==> src/rtl/hex_display_ctrl.sv <==
// Samples a debug value at a fixed refresh rate and shows it as hex on a bank of
// seven-segment digits, with hold, paging for wide values and leading-zero blanking.
module hex_display_ctrl #(
    parameter int DATA_W      = 32,
    parameter int NUM_DIGITS  = 4,
    parameter int REFRESH_DIV = 5000000,
    parameter int ACTIVE_LOW  = 1,
    localparam int PAGES  = (DATA_W + 4 * NUM_DIGITS - 1) / (4 * NUM_DIGITS),
    localparam int PAGE_W = (PAGES > 1) ? $clog2(PAGES) : 1
) (
    input  logic                    clock,
    input  logic                    reset,
    input  logic [DATA_W-1:0]       value,
    input  logic                    hold,
    input  logic                    page_next,
    input  logic                    blank_lz,
    output logic [7*NUM_DIGITS-1:0] seg_out,
    output logic [PAGE_W-1:0]       page,
    output logic                    sample_tick
);

    localparam int TOT_NIB = PAGES * NUM_DIGITS;
    localparam int CNT_W   = (REFRESH_DIV > 1) ? $clog2(REFRESH_DIV) : 1;
    localparam logic [CNT_W-1:0]  CNT_MAX  = CNT_W'(REFRESH_DIV - 1);
    localparam logic [PAGE_W-1:0] PAGE_MAX = PAGE_W'(PAGES - 1);
    localparam logic [6:0]        SEG_OFF  = (ACTIVE_LOW != 0) ? 7'h7F : 7'h00;

    logic [CNT_W-1:0]        cnt;
    logic [DATA_W-1:0]       snapshot;
    logic                    page_prev;
    logic                    slot;
    logic                    page_step;
    logic [4*TOT_NIB-1:0]    ext;
    logic [TOT_NIB-1:0]      nz_from;
    logic                    nz_acc;
    logic [3:0]              nib;
    logic                    nz;
    logic [6:0]              glyph;
    logic [7*NUM_DIGITS-1:0] seg_next;

    function automatic logic [6:0] hex_glyph(input logic [3:0] n);
        case (n)
            4'h0: return 7'h3F;
            4'h1: return 7'h06;
            4'h2: return 7'h5B;
            4'h3: return 7'h4F;
            4'h4: return 7'h66;
            4'h5: return 7'h6D;
            4'h6: return 7'h7D;
            4'h7: return 7'h07;
            4'h8: return 7'h7F;
            4'h9: return 7'h6F;
            4'hA: return 7'h77;
            4'hB: return 7'h7C;
            4'hC: return 7'h39;
            4'hD: return 7'h5E;
            4'hE: return 7'h79;
            default: return 7'h71;
        endcase
    endfunction

    assign slot      = (cnt == CNT_MAX);
    assign page_step = page_next & ~page_prev;

    // Decode uses the registered snapshot and page, so a sample and a page step
    // landing on the same edge appear together in the next frame.
    always_comb begin
        ext = '0;
        ext[DATA_W-1:0] = snapshot;
        nz_from = '0;
        nz_acc = 1'b0;
        for (int g = TOT_NIB - 1; g >= 0; g--) begin
            nz_acc = nz_acc | (|ext[4*g +: 4]);
            nz_from[g] = nz_acc;
        end
        seg_next = '0;
        nib = 4'h0;
        nz = 1'b0;
        glyph = 7'h00;
        for (int i = 0; i < NUM_DIGITS; i++) begin
            nib = 4'h0;
            nz = 1'b0;
            for (int p = 0; p < PAGES; p++) begin
                if (page == PAGE_W'(p)) begin
                    nib = ext[4*(p*NUM_DIGITS+i) +: 4];
                    nz  = nz_from[p*NUM_DIGITS+i];
                end
            end
            // Global nibble 0 always shows, so a zero value still reads "0".
            if (blank_lz && !nz && !((i == 0) && (page == '0)))
                glyph = 7'h00;
            else
                glyph = hex_glyph(nib);
            seg_next[7*i +: 7] = (ACTIVE_LOW != 0) ? ~glyph : glyph;
        end
    end

    always_ff @(posedge clock) begin
        if (reset) begin
            cnt         <= '0;
            snapshot    <= '0;
            page        <= '0;
            page_prev   <= 1'b0;
            sample_tick <= 1'b0;
            seg_out     <= {NUM_DIGITS{SEG_OFF}};
        end else begin
            cnt         <= slot ? '0 : cnt + 1'b1;
            sample_tick <= slot;
            if (slot && !hold)
                snapshot <= value;
            page_prev <= page_next;
            if (page_step)
                page <= (page == PAGE_MAX) ? '0 : page + 1'b1;
            seg_out <= seg_next;
        end
    end

endmodule

==> config.mk <==
export PLATFORM = sky130hd
export DESIGN_NAME = hex_display_ctrl
export DESIGN_NICKNAME = d
export VERILOG_FILES = /design/src/rtl/hex_display_ctrl.sv
export SDC_FILE = /design/constraint.sdc
export NUM_CORES = 1
export LEC_CHECK = 0
export ABC_AREA = 1
export CELL_PAD_IN_SITES_DETAIL_PLACEMENT = 0
export CELL_PAD_IN_SITES_GLOBAL_PLACEMENT = 1
export CORE_ASPECT_RATIO = 1.5
export CORE_MARGIN = 8
export CORE_UTILIZATION = 28
export CTS_BUF_LIST = sky130_fd_sc_hd__clkbuf_8
export DETAILED_ROUTE_END_ITERATION = 7
export PLACE_DENSITY_LB_ADDON = 0.1
export REMOVE_ABC_BUFFERS = 1
export SETUP_SLACK_MARGIN = 0.3
export SYNTH_ARGS = -nofsm -noshare
export SYNTH_HDL_FRONTEND = slang
export SYNTH_SLANG_ARGS = --single-unit
==> constraint.sdc <==
create_clock -name clock -period 5.22 [get_ports clock]
set_clock_uncertainty 0.1 [all_clocks]
set_input_delay 1.305 -clock clock [delete_from_list [all_inputs] [get_ports clock]]
set_output_delay 1.305 -clock clock [all_outputs]
set_load 0.01 [all_outputs]
After elaboration in Yosys (flattened, before gate mapping)
Memory sizes are Yosys's and may differ from the RTL's.
Index checks and enable logic that the tools add are counted.
{ "totals": {"register_bits": 86, "rom_bits": 448, "out_inout_bits": 30, "elab_cells": 59, "mem_count": 4} }
{ "mem_list": {"columns": ["name", "depth", "word_bits", "rd", "rd_ports_with_merged_regs", "wr", "line", "source"], "rows": [
  ["(name not given)", 16, 7, 1, 0, 0, "42", "case (n)"],
  ["(name not given)", 16, 7, 1, 0, 0, "42", null],
  ["(name not given)", 16, 7, 1, 0, 0, "42", null],
  ["(name not given)", 16, 7, 1, 0, 0, "42", null]
]} }
{ "classes": {"n_addsub": 2, "n_eq_ne": 1, "n_mux": 13, "bitwise": 13, "reduce_logical": 20} }
{ "ops": {"columns": ["operator", "n"], "rows": [
  ["$reduce_or A4 Y1", 8],
  ["$mux W7", 4],
  ["$not A7 Y7", 4],
  ["$add A23 B1 Y23 const B", 1],
  ["$eq A23 B23 Y1 const B", 1],
  ["$mux W4", 4],
  ["$or A1 B1 Y1", 7],
  ["$logic_and A1 B1 Y1", 6],
  ["$logic_not A1 Y1", 5],
  ["$mux W1", 5],
  ["$reduce_or A2 Y1", 1],
  ["$add A1 B1 Y1 const B", 1],
  ["$and A1 B1 Y1", 1],
  ["$not A1 Y1", 1]
]} }

Depth between registers and ports, before layout
Gate-level depths: netlist (run 1).
{ "logic_depth": {"word_depth": 14, "depth_mapped": 12, "ltp_nobuf": 11} }

Worst setup path before layout (run 1)
Ideal clock, no wire load.
{ "synth_timing": {"path_kind": "in2reg", "start": "input port hold", "end": "register snapshot[10] (netlist: ext[10])", "setup_ns": 0.113, "arrival_ns": 1.806, "required_ns": 5.007, "setup_slack_ns": 3.201, "cell_stages": 5, "n_path_buf": 1, "cell_sequence": "inv_1 nand3_4 buf_2 nor2_1 nor2_1"} }
{ "synth_via": {"elab_chain_cells": 2} }
{ "synth_lines": {"columns": ["element", "line", "source"], "rows": [
  ["start, declared", "14", "input logic hold,"],
  ["$logic_not A1 Y1", "109", "if (slot && !hold)"],
  ["$logic_and A1 B1 Y1", "109", null],
  ["end signal, assigned", "110", "snapshot <= value;"],
  ["end, declared", "29", "logic [DATA_W-1:0] snapshot;"]
]} }
No other way between the ends.
A chain may end at the register's enable or synchronous reset.

Final worst setup path (run 1)
{ "layout_timing": {"start": "register page", "end": "output port page"} }
{ "layout_lines": {"columns": ["element", "line", "source"], "rows": [
  ["start, declared", "18", "output logic [PAGE_W-1:0] page,"],
  ["start signal, assigned", "113", "page <= (page == PAGE_MAX) ? '0 : page + 1'b1;"]
]} }
No word-level cell between the ends.

==> flow_metrics.env, run 1 <==
export IMPL_ys_seq_elements=86
export IMPL_wire_per_inst_um=12.7
export IMPL_row_count=58
export IMPL_dr_wl_met3_um=415
export IMPL_crit_chain="clkdlybuf4s50_1"
export IMPL_grt_pass1_vias=4444
export IMPL_wl_met2_mm=6.85
export IMPL_path_max_fanout=28
export IMPL_firstDrtPassIters=4
export IMPL_dieArea_um2=21200
export IMPL_ys_top_cells_by_count="nand2_1, nor2_1, dfxtp_1, inv_1"
export IMPL_leakage_nw=2.54
export IMPL_drtIter0Drc=247
export IMPL_internal_power_w=0.000961
export IMPL_wl_met1_mm=5.11
export IMPL_hpwl_mm=9.68
export IMPL_drive_gt1_frac=0.0421
export IMPL_drv_slew=0
export IMPL_rsz0062_at_grt="false"
export IMPL_antenna_found_initial=0
export IMPL_final_setup_viol_count=0
export IMPL_crit_buf_inv=1
export IMPL_grt_pass1_wl_mm=21.0
export IMPL_fin_crit_ns=3.11
export IMPL_utilization=0.341
export IMPL_fin_tns_setup_ns=0
export IMPL_start_util=0.282
export IMPL_cts_root_buf="clkbuf_8"
export IMPL_yosysMostFrequentCell="nand2_1"
export IMPL_syn_area_um2=4690
export IMPL_drv_cap=0
export IMPL_synth_edf_count=0
export IMPL_io_buffers=66
export IMPL_top_layer="met4"
export IMPL_multiInputGateArea_um2=2540
export IMPL_path_clk_slew_ns=0.09
export IMPL_die_x_um=122
export IMPL_synth_seq_area_share=0.367
export IMPL_outcome="complete, no violations"
export IMPL_async_reset_ff_frac=0
export IMPL_cts_tree="yes"
export IMPL_hold_path_class="reg -> reg"
export IMPL_worst_pin_slew_ns=0.815
export IMPL_io_pins=67
export IMPL_grt_max_degree=65
export IMPL_vias=4431
export IMPL_sw_frac_of_total=0.256
export IMPL_cts_path_max_buffers=2
export IMPL_cp_arrival_ns=1.71
export IMPL_htreeDepth=3
export IMPL_nets=843
export IMPL_holdBufCountCts=0
export IMPL_fmax_mhz=321
export IMPL_synthFlopType="dfxtp_1"
export IMPL_routed_wl_mm=12.6
export IMPL_postRouteAntennaNets=0
export IMPL_synth_top_area_share=0.367
export IMPL_yosysUniqueCellTypes=31
export IMPL_area_growth_pct=21.0
export IMPL_avgSynthCellArea_um2=6.49
export IMPL_cpMaxStageDelayCell="dfxtp_2"
export IMPL_yosysTopAreaCell="dfxtp_1"
export IMPL_worstSetupStartpointType="flip-flop"
export IMPL_cts_made_buffers=9
export IMPL_cts_sinks=86
export IMPL_end_kind="output pin"
export IMPL_pwr_share_seq=0.531
export IMPL_critPathRequiredTime_ns=3.82
export IMPL_synth_area_leaders="dfxtp_1, nand2_1, nor2_1"
export IMPL_slew_headroom=0.455
export IMPL_fp_dieH_um=174
export IMPL_seq_area_um2=1720
export IMPL_core_area_um2=16600
export IMPL_cp_top_family="flip-flops"
export IMPL_track_usage=0.124
export IMPL_grt_overflow_total=0
export IMPL_nFillCells=1836
export IMPL_fin_crit_sh=0.597
export IMPL_post_route_drc_count=0
export IMPL_hold_viol=0
export IMPL_diodes=0
export IMPL_place_congestion=0.804
export IMPL_peakVddDrop_mv=0.0893
export IMPL_synth_warnings=0
export IMPL_vias_per_cell=4.46
export IMPL_p_per_area_nw_per_um2=228
export IMPL_cpPeakStageDelay_ns=0.69
export IMPL_p_switching_w=0.000331
export IMPL_path_class="reg -> out"
export IMPL_postCtsSetupRepairBufs=0
export IMPL_p_clk_frac=0.341
export IMPL_ctsResizeCount=0
export IMPL_syn_instance_count=722
export IMPL_insertion_delay_ns=0.36
export IMPL_combPwrFrac=0.128
## metal layers
layer  up-vias  global-route usage
met2        67               0.234
li1       2353                   -
met4         0              0.0547
met3        15              0.0283
met1      1996               0.123
met5         -                   0
## through the flow
step / power [W] / instances / instance area [µm²] / worst slack, ns / hold WS (ns)
final: 0.00129 / 994 / 5670 / 2.11 / 0.379
after global routing: 0.00136 / 994 / 5670 / 1.98 / 0.403
after CTS: 0.00132 / 994 / 5670 / 2.04 / 0.377
after detailed placement: 0.000871 / 980 / 5500 / 2.01 / 0.364
after global placement: 0.000871 / 980 / 5500 / 2.05 / 0.348
after floorplan: 0.000778 / 701 / 4550 / 2.33 / 0.339
## placed cells by master (no fill, tap or decap), types with 3 or more instances in the layout
cell	count
a21oi_1	29
buf_4	3
clkbuf_8	12
clkdlybuf4s50_1	66
dfxtp_1	85
ha_1	25
inv_1	75
nand2_1	224
nand3_1	26
nand3b_1	3
nand4_1	7
nor2_1	149
nor3_1	4
o211ai_1	6
o21ai_0	29
o21ai_1	11
o21ai_2	9
xor2_1	5
## layout make-up
type / instances / area share
multi-input cells: 539 / 0.448
flip-flops and latches: 86 / 0.304
repair buffers: 69 / 0.121
inverters: 76 / 0.0503
well taps: 210 / 0.0463
clock buffers: 12 / 0.0291
clock inverters: 2 / 0.00154
## logic make-up (layout without fill, tap and decap cells)
group | count (synthesis) | count (layout) | share of synthesized area
flip-flops | 86 | 86 | 0.367
AO/OA/AOI/OAI | 88 | 88 | 0.107
buffers and inverters | 97 | 159 | 0.0905
AND/OR/NAND/NOR | 421 | 421 | 0.359
adder cells (fa/ha/maj) | 25 | 25 | 0.0667
XOR/XNOR | 5 | 5 | 0.00934
## power by group through the flow
stage / logic (W) / registers (W) / clock network (W)
2_1_floorplan: 0.0000663 / 0.000711 / 0
3_3_place_gp: 0.000169 / 0.000702 / 0
3_5_place_dp: 0.000168 / 0.000702 / 0
4_1_cts: 0.000169 / 0.000687 / 0.000467
5_1_grt: 0.000184 / 0.000690 / 0.000489
6_report: 0.000165 / 0.000686 / 0.000441
## worst min-delay path, cell delays in order (launching register included)
cell     delay, ns
dfxtp_1       0.32
nand2_1       0.06
a21oi_1       0.05
## path summary, 6_finish.rpt
check / from / end / slack [ns] / cells after the start
setup reg to reg: page / seg_out[12] / 2.84 / 11
setup / recovery: page / page / 2.11 / 1
hold / removal: cnt[21] / cnt[21] / 0.38 / 2
hold reg to reg: cnt[21] / cnt[21] / 0.38 / 2
## registers in the layout (all words and copies together) (netlist names)
| name | flops |
|---|---|
| ext | 32 |
| seg_out | 28 |
| cnt | 23 |
| page | 1 |
| page_prev | 1 |
| sample_tick | 1 |
Note: power is estimated with default switching activity, not from simulation.
==> run 2, diff against run 1 <==
==> constraint.sdc (replaced) <==
create_clock -name clock -period 2.6 [get_ports clock]
set_clock_uncertainty 0.1 [all_clocks]
set_input_delay 0.65 -clock clock [delete_from_list [all_inputs] [get_ports clock]]
set_output_delay 0.65 -clock clock [all_outputs]
set_load 0.01 [all_outputs]
==> flow_metrics.env, run 2 (synthesis results as in run 1) <==
export IMPL_critPathRequiredTime_ns=1.85
export IMPL_whs_ns=0.365
export IMPL_drtIter0Drc=175
export IMPL_firstDrtPassIters=4
export IMPL_fin_crit_sh=0.836
export IMPL_fp_dieH_um=174
export IMPL_insertion_delay_ns=0.37
export IMPL_grt_overflow_total=0
export IMPL_drv_cap=0
export IMPL_wl_met2_mm=7.01
export IMPL_htreeDepth=3
export IMPL_timing_rr_start="page"
export IMPL_final_setup_viol_count=0
export IMPL_cts_tree="yes"
export IMPL_min_from="cnt[21]"
export IMPL_rsz0062_at_grt="false"
export IMPL_cp_arrival_ns=1.42
export IMPL_io_buffers=66
export IMPL_p_switching_w=0.000683
export IMPL_post_route_drc_count=0
export IMPL_peakVddDrop_mv=0.185
export IMPL_leakage_nw=2.60
export IMPL_grt_max_degree=65
export IMPL_wl_met1_mm=5.16
export IMPL_crit_chain="clkdlybuf4s50_1"
export IMPL_holdBufCountCts=0
export IMPL_cp_top_family="buffers and inverters"
export IMPL_hold_viol=0
export IMPL_dr_wl_met3_um=465
export IMPL_fin_crit_ns=2.17
export IMPL_mostFrequentLayoutCells="nand2_1, nor2_1, dfxtp_1, inv_1, clkdlybuf4s50_1"
export IMPL_p_clk_frac=0.376
export IMPL_crit_buf_inv=1
export IMPL_hold_path_class="reg -> reg"
export IMPL_largest_reg_flops=32
export IMPL_place_congestion=0.816
export IMPL_start_util=0.282
export IMPL_routed_wl_mm=12.9
export IMPL_vias=4404
export IMPL_slew_headroom=0.542
export IMPL_fmax_mhz=460
export IMPL_diodes=0
export IMPL_wire_per_inst_um=12.8
export IMPL_path_max_fanout=14
export IMPL_final_common_cell="nand2_1"
export IMPL_cpMaxStageDelayCell="clkdlybuf4s50_1"
export IMPL_row_count=58
export IMPL_worstSetupStartpointType="flip-flop"
export IMPL_cpPeakStageDelay_ns=0.60
export IMPL_internal_power_w=0.00207
export IMPL_outcome="complete, no violations"
export IMPL_combPwrFrac=0.126
export IMPL_top_layer="met4"
export IMPL_cts_made_buffers=9
export IMPL_cts_root_buf="clkbuf_8"
export IMPL_antenna_found_initial=0
export IMPL_cts_path_max_buffers=2
export IMPL_io_pins=67
export IMPL_path_class="reg -> out"
export IMPL_track_usage=0.127
export IMPL_grt_pass1_vias=4407
export IMPL_dieArea_um2=21200
export IMPL_worst_pin_slew_ns=0.682
export IMPL_fin_tns_setup_ns=0
export IMPL_area_growth_pct=23.4
export IMPL_core_area_um2=16600
export IMPL_end_kind="output pin"
export IMPL_nets=850
export IMPL_vias_per_cell=4.39
export IMPL_drv_slew=0
export IMPL_sw_frac_of_total=0.248
export IMPL_drive_gt1_frac=0.0530
export IMPL_die_x_um=122
export IMPL_cts_sinks=86
export IMPL_hpwl_mm=9.91
export IMPL_postRouteAntennaNets=0
export IMPL_finalPower_w=0.00276
export IMPL_nFillCells=1828
export IMPL_p_per_area_nw_per_um2=476
export IMPL_pwr_share_seq=0.498
export IMPL_path_clk_slew_ns=0.09
export IMPL_grt_pass1_wl_mm=21.3
export IMPL_crit_path_start="page"
[run 2: cell types whose count changed in the layout (fill, tap and decap cells not counted)]
cell        delta
buf_4          +6
buf_12         +1
bufinv_16      +1
clkbuf_8       +1
clkinv_2       -1
clkinvlp_4     +1
dfxtp_2        -1
dfxtp_4        +1
[run 2: per-stage QoR]
| step | std cells | util | instance area [µm²] | setup slack (ns) |
|---|---|---|---|---|
| 2_1_floorplan | 701 | - | 4550 | -0.0647 |
| 3_3_place_gp | 986 | 0.334 | 5550 | 0.460 |
| 3_5_place_dp | 986 | 0.334 | 5550 | 0.469 |
| 4_1_cts | 1003 | 0.348 | 5780 | 0.369 |
| 5_1_grt | 1003 | 0.348 | 5780 | 0.341 |
| 6_report | 1003 | 0.348 | 5780 | 0.427 |
[run 2: cell type report]
type	count	area [µm²]	area share
flip-flops and latches	86	1730	0.298
clock inverters	3	41.3	0.00714
clock buffers	13	179	0.0309
inverters	76	285	0.0493
repair buffers	76	748	0.129
well taps	210	263	0.0454
multi-input cells	539	2540	0.439
[run 2: power by group through the flow]
| stage | sequential, W | combinational, W | clock (W) |
|---|---|---|---|
| 6_report | 0.00137 | 0.000348 | 0.00104 |
| 5_1_grt | 0.00138 | 0.000386 | 0.00114 |
| 4_1_cts | 0.00137 | 0.000357 | 0.00109 |
| 3_5_place_dp | 0.00141 | 0.000349 | 0 |
| 3_3_place_gp | 0.00141 | 0.000348 | 0 |
| 2_1_floorplan | 0.00143 | 0.000133 | 0 |
[run 2: final timing paths]
check / cells after the start / end / slack [ns]
worst min register to register: 2 / cnt[21] / 0.37
worst max-delay path: 1 / page / 0.43
worst max register to register: 8 / seg_out[17] / 0.59
worst min-delay path: 2 / cnt[21] / 0.37
[run 2: layer usage]
metal  track usage  up-vias
li1              -     2372
met1         0.126     1952
met2         0.242       63
met3        0.0279       17
met4        0.0532        0
met5             0        -
[run 2: worst reg2reg max path, stage by stage (launching register included)]
cell,delay (ns)
dfxtp_4,0.41
o21ai_0,0.41
inv_1,0.19
ha_1,0.33
a21oi_1,0.18
o21ai_0,0.12
nand2_1,0.09
nor2_1,0.04
nand2_1,0.07
[run 2: what timing repair did]
item | CTS | global route
endpoints found under the setup margin | 1 | 0
gates resized for setup | 1 | 0
setup buffers | 1 | 0
==> run 3, diff against run 2 <==
==> constraint.sdc (replaced) <==
create_clock -name clock -period 2.2 [get_ports clock]
set_clock_uncertainty 0.1 [all_clocks]
set_input_delay 0.55 -clock clock [delete_from_list [all_inputs] [get_ports clock]]
set_output_delay 0.55 -clock clock [all_outputs]
set_load 0.01 [all_outputs]
==> flow_metrics.env, run 3 (synthesis results as in run 1) <==
export IMPL_placed_cell_area_um2=5600
export IMPL_grt_overflow_total=0
export IMPL_crit_chain="clkdlybuf4s50_1"
export IMPL_cpPeakStageDelay_ns=0.53
export IMPL_track_usage=0.128
export IMPL_timing_rr_start="page"
export IMPL_leakage_nw=2.64
export IMPL_r2r_slack_ns=0.44
export IMPL_rsz0062_at_grt="true"
export IMPL_whs_path_depth=2
export IMPL_hold_viol=0
export IMPL_slew_headroom=0.706
export IMPL_start_util=0.282
export IMPL_stdcell_area_um2=5870
export IMPL_wire_per_inst_um=13.0
export IMPL_nets=853
export IMPL_hpwl_mm=9.89
export IMPL_drv_slew=0
export IMPL_core_area_um2=16600
export IMPL_hold_end="cnt[21]"
export IMPL_outcome="complete, no violations"
export IMPL_worst_pin_slew_ns=0.441
export IMPL_final_setup_viol_count=0
export IMPL_cp_arrival_ns=1.20
export IMPL_io_pins=67
export IMPL_min_from="cnt[21]"
export IMPL_row_count=58
export IMPL_crit_buf_inv=1
export IMPL_insertion_delay_ns=0.37
export IMPL_die_x_um=122
export IMPL_fin_crit_sh=0.842
export IMPL_firstDrtPassIters=4
export IMPL_cts_made_buffers=9
export IMPL_antenna_found_initial=0
export IMPL_io_buffers=66
export IMPL_cpMaxStageDelayCell="clkdlybuf4s50_1"
export IMPL_cts_root_buf="clkbuf_8"
export IMPL_final_common_cell="nand2_1"
export IMPL_grt_max_degree=65
export IMPL_largest_reg_flops=32
export IMPL_path_class="reg -> out"
export IMPL_grt_pass1_wl_mm=21.6
export IMPL_vias=4462
export IMPL_drtIter0Drc=217
export IMPL_end_kind="output pin"
export IMPL_cp_top_family="buffers and inverters"
export IMPL_cts_path_max_buffers=2
export IMPL_fp_dieH_um=174
export IMPL_area_growth_pct=25.2
export IMPL_peakVddDrop_mv=0.261
export IMPL_holdBufCountCts=0
export IMPL_routed_wl_mm=13.1
export IMPL_worstSetupStartpointType="flip-flop"
export IMPL_htreeDepth=3
export IMPL_p_per_area_nw_per_um2=531
export IMPL_critPathRequiredTime_ns=1.55
export IMPL_vias_per_cell=4.44
export IMPL_dieArea_um2=21200
export IMPL_post_route_drc_count=0
export IMPL_drv_cap=0
export IMPL_finalNonFillerCells=1006
export IMPL_mostFrequentLayoutCells="nand2_1, nor2_1, dfxtp_1, inv_1, clkdlybuf4s50_1"
export IMPL_fmax_mhz=540
export IMPL_dp_cells=987
export IMPL_postRouteAntennaNets=0
export IMPL_drive_gt1_frac=0.0754
export IMPL_hold_path_class="reg -> reg"
export IMPL_path_max_fanout=1
export IMPL_finalPower_w=0.00312
export IMPL_grt_pass1_vias=4515
export IMPL_diodes=0
export IMPL_cts_tree="yes"
export IMPL_cts_sinks=86
export IMPL_r2r_end="seg_out[12]"
export IMPL_path_clk_slew_ns=0.09
export IMPL_place_congestion=0.825
export IMPL_r2r_cells=11
export IMPL_fin_crit_ns=1.85
-- run 3: stage by stage --
step | utilization | hold slack (ns) | setup slack, ns | TNS, ns
global route | 0.353 | 0.393 | 0.259 | 0
detailed placement | 0.337 | 0.362 | 0.149 | 0
global placement | 0.337 | 0.348 | 0.204 | 0
floorplan | - | 0.339 | -0.465 | -9.35
finish | 0.353 | 0.374 | 0.348 | 0
CTS | 0.347 | 0.375 | 0.250 | 0
-- run 3: power by group --
group          total (W)  leakage, nW  internal, W  switching, W
registers        0.00162        0.702      0.00160     0.0000162
logic           0.000419         1.84     0.000197      0.000222
clock network    0.00108       0.0996     0.000496      0.000587
total            0.00312         2.64      0.00229      0.000825
-- run 3: timing repair --
action / CTS / global route
gates cloned: 0 / 1
setup buffers: 1 / 1
endpoints found under the setup margin: 35 / 29
gates resized for setup: 28 / 27
pin swaps: 0 / 1
-- run 3: routing by layer --
| layer | share of wire | vias up | track usage |
|---|---|---|---|
| li1 | - | 2375 | - |
| met1 | 0.41 | 2019 | 0.133 |
| met2 | 0.55 | 53 | 0.238 |
| met3 | 0.029 | 15 | 0.0263 |
| met4 | 0.016 | 0 | 0.0527 |
| met5 | 0 | - | 0 |
-- run 3: worst max path at each step --
stage                     startpoint          end  slack [ns]  cells past startpoint
final                     seg_out[7]   seg_out[7]        0.35                      1
after floorplan                 page  seg_out[15]       -0.46                      7
after global routing            page  seg_out[12]        0.26                     11
after global placement          page   seg_out[3]        0.20                      9
after CTS                       page         page        0.25                      2
after detailed placement        page   seg_out[3]        0.15                      9
-- run 3: final cells by class --
class                   instances  area (µm²)
fillers                      1822       10700
clock buffers                  12         165
multi-input cells             539        2600
flip-flops and latches         86        1730
repair buffers                 79         806
inverters                      76         285
clock inverters                 4        21.3
well taps                     210         263
